### config.mk
export PLATFORM = sky130hd
export DESIGN_NAME = mac_accum_unit
export DESIGN_NICKNAME = d
export VERILOG_FILES = /design/src/rtl/npu_mac_pkg.sv /design/src/rtl/mac_saturate.sv /design/src/rtl/mac_accum_unit.sv
export SDC_FILE = /design/constraint.sdc
export NUM_CORES = 1
export LEC_CHECK = 0
export CORE_MARGIN = 2
export CORE_UTILIZATION = 60
export DETAILED_ROUTE_END_ITERATION = 12
export MAX_ROUTING_LAYER = met4
export PLACE_DENSITY = 0.91
export SLEW_MARGIN = 20
export SYNTH_ARGS = -nofsm -noshare
export SYNTH_HDL_FRONTEND = slang
export SYNTH_SLANG_ARGS = --single-unit
### constraint.sdc
create_clock -name CLK -period 3.7 [get_ports CLK]
set_clock_uncertainty 0.15 [all_clocks]
set_input_delay 0.555 -clock CLK [delete_from_list [all_inputs] [get_ports CLK]]
set_output_delay 0.555 -clock CLK [all_outputs]
set_load 0.01 [all_outputs]
### src/rtl/npu_mac_pkg.sv
// Shared definitions for the NPU multiply-accumulate datapath:
// default widths, MAC FSM state encoding and saturation bounds.
package npu_mac_pkg;

  localparam int DATA_W_DEF = 8;
  localparam int ACC_W_DEF  = 24;
  localparam int OUT_W_DEF  = 16;
  localparam int CNT_W_DEF  = 8;

  typedef enum logic [1:0] {
    IDLE,
    ACC,
    DRAIN,
    DONE
  } mac_state_t;

  localparam logic [OUT_W_DEF-1:0] SAT_MAX = 16'h7FFF;
  localparam logic [OUT_W_DEF-1:0] SAT_MIN = 16'h8000;

endpackage

### src/rtl/mac_saturate.sv
// Combinational signed clamp from the accumulator width down to the
// result width, flagging when the clamp was applied.
module mac_saturate
  import npu_mac_pkg::*;
#(
  parameter int ACC_W = ACC_W_DEF,
  parameter int OUT_W = OUT_W_DEF
) (
  input  logic [ACC_W-1:0] acc,
  output logic [OUT_W-1:0] result,
  output logic             overflow
);

  logic [ACC_W-OUT_W:0] hi;

  // In range only when every bit above the result sign bit matches it.
  always_comb begin
    hi       = acc[ACC_W-1:OUT_W-1];
    overflow = !((&hi) || (~|hi));
    result   = acc[OUT_W-1:0];
    if (overflow) begin
      result = acc[ACC_W-1] ? SAT_MIN : SAT_MAX;
    end
  end

endmodule

### src/rtl/mac_accum_unit.sv
// Signed MAC burst unit: multiply register, accumulate register,
// then a saturated result with a one-cycle strobe for the ReLU stage.
module mac_accum_unit
  import npu_mac_pkg::*;
#(
  parameter int DATA_W = DATA_W_DEF,
  parameter int ACC_W  = ACC_W_DEF,
  parameter int OUT_W  = OUT_W_DEF,
  parameter int CNT_W  = CNT_W_DEF
) (
  input  logic              CLK,
  input  logic              RST_MAC,
  input  logic              Start,
  input  logic [CNT_W-1:0]  Num_Terms,
  input  logic [DATA_W-1:0] Data_A,
  input  logic [DATA_W-1:0] Data_B,
  input  logic              Data_Valid,
  output logic              Busy,
  output logic [OUT_W-1:0]  Data_Reg,
  output logic              En_MAC_ReLU,
  output logic              Overflow
);

  localparam int PROD_W = 2 * DATA_W;

  mac_state_t state;
  mac_state_t state_nx;

  logic [CNT_W-1:0] n_lat;
  logic [CNT_W-1:0] issued;
  logic [CNT_W-1:0] count;

  logic signed [DATA_W-1:0] a_s;
  logic signed [DATA_W-1:0] b_s;
  logic signed [PROD_W-1:0] prod;
  logic                     prod_valid;
  logic signed [ACC_W-1:0]  acc;

  logic [OUT_W-1:0] sat_val;
  logic             sat_ovf;

  logic start_ok;
  logic zero_burst;
  logic take_pair;
  logic last_pair;
  logic drain_done;
  logic fire;

  assign a_s = Data_A;
  assign b_s = Data_B;

  mac_saturate #(
    .ACC_W (ACC_W),
    .OUT_W (OUT_W)
  ) u_sat (
    .acc      (acc),
    .result   (sat_val),
    .overflow (sat_ovf)
  );

  // State register.
  always_ff @(posedge CLK or posedge RST_MAC) begin
    if (RST_MAC) begin
      state <= IDLE;
    end else begin
      state <= state_nx;
    end
  end

  // Next-state decode.
  always_comb begin
    state_nx = state;
    unique case (state)
      IDLE: begin
        if (zero_burst) begin
          state_nx = DONE;
        end else if (start_ok) begin
          state_nx = ACC;
        end
      end
      ACC: begin
        if (last_pair) begin
          state_nx = DRAIN;
        end
      end
      DRAIN: begin
        if (drain_done) begin
          state_nx = DONE;
        end
      end
      DONE: begin
        state_nx = IDLE;
      end
      default: begin
        state_nx = IDLE;
      end
    endcase
  end

  // Per-state control strobes for the datapath and output registers.
  always_comb begin
    start_ok   = (state == IDLE) && Start;
    zero_burst = start_ok && (Num_Terms == '0);
    take_pair  = (state == ACC) && Data_Valid;
    last_pair  = take_pair && (issued == n_lat - 1'b1);
    drain_done = (state == DRAIN) && (count == n_lat);
    fire       = (state == DONE);
  end

  // Stage 1: register the signed product of each accepted pair.
  always_ff @(posedge CLK or posedge RST_MAC) begin
    if (RST_MAC) begin
      prod       <= '0;
      prod_valid <= 1'b0;
    end else begin
      prod_valid <= take_pair;
      if (take_pair) begin
        prod <= PROD_W'(a_s) * PROD_W'(b_s);
      end
    end
  end

  // Stage 2: burst bookkeeping and full-precision accumulation.
  always_ff @(posedge CLK or posedge RST_MAC) begin
    if (RST_MAC) begin
      n_lat  <= '0;
      issued <= '0;
      count  <= '0;
      acc    <= '0;
    end else if (start_ok) begin
      n_lat  <= Num_Terms;
      issued <= '0;
      count  <= '0;
      acc    <= '0;
    end else begin
      if (take_pair) begin
        issued <= issued + 1'b1;
      end
      if (prod_valid) begin
        acc   <= acc + ACC_W'(prod);
        count <= count + 1'b1;
      end
    end
  end

  // Registered outputs: result and flag held until the next burst ends.
  always_ff @(posedge CLK or posedge RST_MAC) begin
    if (RST_MAC) begin
      Busy        <= 1'b0;
      Data_Reg    <= '0;
      En_MAC_ReLU <= 1'b0;
      Overflow    <= 1'b0;
    end else begin
      Busy        <= (state_nx != IDLE);
      En_MAC_ReLU <= fire;
      if (fire) begin
        Data_Reg <= sat_val;
        Overflow <= sat_ovf;
      end
    end
  end

endmodule
==> metrics <==
status finished with violations; failing checks negative setup slack; commonest non-fill, non-tap cell in the layout nand2_1; cts bufs inserted 9; endpoints failing hold 0; Main synth FF type dfrtp_1; first-pass GRT wire length 33.8 mm; Worst Tran Pin Value 1040 ps; first-pass iteration count of the detailed router 6; Die Height 115 um; Iteration-0 DRC Markers 790; final worst path period share 126%; H-tree lvl count 3; Post-CTS Hold Buffers 0; Area growth syn-to-layout 22.1%; # DRC 0; GRT Util Overall 34.0%; Worst Path Max Fanout 7; EDFF count, synth 0; post-DP HPWL 13.2 mm; ANT nets after route 0; CP required 3790 ps; dpl cells 1048; max-slew violation count 0; largest net degree at the start of global routing 47; crit start category primary input; total congestion overflow 0; Worst Hold Class flop to flop; gpl congestion 0.914; row count 40; leakage dissipation 0.00429 uW; Slew HR 30.7%; routed wire length 22.1 mm; Initial Util 61.6%; clock network fraction of total power 10.7%; ANT cells 0; Root Buffer clkbuf_16; Gate power share 68.0%; Synth Register Bits 86; non-filler cells, final 1074; die area 13200 sq um; switching share of power 47.8%; die width 115 um; area of the multi-input gates 5100 sq um; RSZ-0062 raised after global routing true; crit-path leading delay family adder cells; worst vdd ir 0.605 mV; ordered list of cells on the worst path buf_2, nand2_1, fa_1, fa_1, inv_2, fa_1, inv_2, fa_1, inv_2, ha_4, buf_6, o21ai_4, a21boi_2, o21ai_2, a21boi_2, o211a_1, or3_1, a31o_2; hold depth 2; Core ar. 12000 sq um; share of cells above drive strength 1 18.7%; worst skew pair latency 350 ps; Clock transition at path regs 70 ps; Sink Count 86; Mapped Area 7400 sq um; asr flop ratio synth 100%; worst setup path class primary input to flop; crit end category flop; post-synthesis cell type count 54; Synth Warn # 0; nets@finish 1061; synth top area cells dfrtp_1, fa_1, ha_1; Pint 4710 uW; net count after synthesis 966; Worst path depth 18; DR WL/cell 20.6 um; register area share after synthesis 29.1%; Avg Vias per Cell 6.38; commonest cells after routing, fill and taps aside nand2_1, dfrtp_1, inv_1; sw power 4310 uW; cells on worst reg2reg path 11; sequential share of power 21.4%; cell taking the most area after synthesis dfrtp_1; Buf/Inv on CP 5; Via Count 6856; Max Cap Viol 0; # port buffers 46; Final WS setup -975 ps; most used cell, CP fa_1; vias in the first global route 6749; Post-Syn Area per Cell 8.95 sq um; total power draw 9010 uW; TritonCTS clock tree yes; Post-Synthesis Cells 827; Synth top area share 29.1%; Final setup viols 9; pwr dens 998 nW/um^2; IO Count 47; flip-flop and latch area 2150 sq um; Fill cells 698; Tmin final 4680 ps; slowest CP cell fa_1; Longest Clk Path Bufs 2; critical path data arrival time 4760 ps; fmax 214 MHz; antenna violations before repair 0; max incr delay on CP 560 ps
-- final timing paths --
check | start | end | slack [ps]
min in group asynchronous | RST_MAC | Data_Reg[4] | 420
worst min register to register | Data_Reg[13] | Data_Reg[13] | 340
worst max-delay path | Data_B[5] | prod[14] | -980
worst min-delay path | Data_Reg[13] | Data_Reg[13] | 340
worst max register to register | prod[0] | acc[20] | 540
max in group asynchronous | RST_MAC | Data_Reg[14] | 2170
-- metal layers --
metal | up-vias | routed length [um] | track usage [%]
met2 | 439 | 11000 | 56.2
met5 | - | 0 | -
met1 | 3313 | 7990 | 40.2
li1 | 2954 | - | -
met3 | 150 | 1710 | 6.17
met4 | 0 | 1370 | 16.6
-- Yosys cell counts, types with 9 or more instances --
library cell and number:
fa_1 56, and2_1 39, nand4_1 9, nor3_1 14, ha_1 55, mux2i_1 15
o21ai_0 49, dfrtp_1 86, xnor2_1 26, nor2_1 61, o21a_1 9, a21oi_1 41
nand3_1 14, clkbuf_1 21, inv_1 92, xor2_1 30, a21o_1 10, nand2b_1 10
nand2_1 109
-- through the flow --
step / util, % / TNS, ps / setup WS, ps / instance area [sq um] / hold WS (ps)
floorplan: - / -3680 / -793 / 7450 / 295
global placement: 69.9 / -11910 / -1500 / 8400 / 316
detailed placement: 69.9 / -13040 / -1640 / 8400 / 324
CTS: 73.7 / -4480 / -873 / 8850 / 342
global route: 75.2 / -6840 / -1070 / 9030 / 368
finish: 75.2 / -5970 / -975 / 9030 / 339
-- flip-flops by register name, indices dropped and copies added (netlist names), 2 cells and up --
| name | count |
|---|---|
| count | 8 |
| Data_Reg | 16 |
| prod | 16 |
| acc | 24 |
| state | 2 |
| n_lat | 8 |
| issued | 8 |
-- cell families after synthesis --
kind of cell / share of synthesized area (%)
compound gates: 13.0
flops: 29.1
simple gates: 18.9
mux: 2.18
xor+xnor: 6.63
buf+inv: 5.83
fa+ha+maj: 24.4
-- worst register-to-register path, stage by stage (launching register included) --
cell and delay, ps:
dfrtp_1 410, ha_1 230, inv_1 70, fa_1 250, nor2b_4 60, o211ai_2 170
a31oi_1 180, or4_1 490, a311oi_1 470, o21ai_1 210, and3_1 220, nor3_1 170
-- power groups by stage --
stage / sequential (uW) / clock, uW / combinational, uW
after floorplan: 1780 / 0 / 3800
after global placement: 1870 / 0 / 4910
after detailed placement: 1890 / 0 / 5150
after CTS: 1890 / 952 / 5460
after global routing: 1970 / 995 / 6670
final: 1930 / 962 / 6130
-- repair_timing --
| action | 4_1_cts | 5_1_grt |
|---|---|---|
| buffers inserted | 4 | 7 |
| endpoints found under the setup margin | 11 | 10 |
| cloned | 0 | 0 |
| resized for setup | 117 | 42 |
| pin swaps | 34 | 27 |
-- final cells by class --
type                       count  area share [%]
sequential                    86            23.8
clock inverter                 6           0.776
inverter                      92            3.84
timing repair buffer         107            10.4
tap                          147            2.04
clock buffer                  10            2.65
multi-input combinational    626            56.5
(Power assumes the default switching activity.)
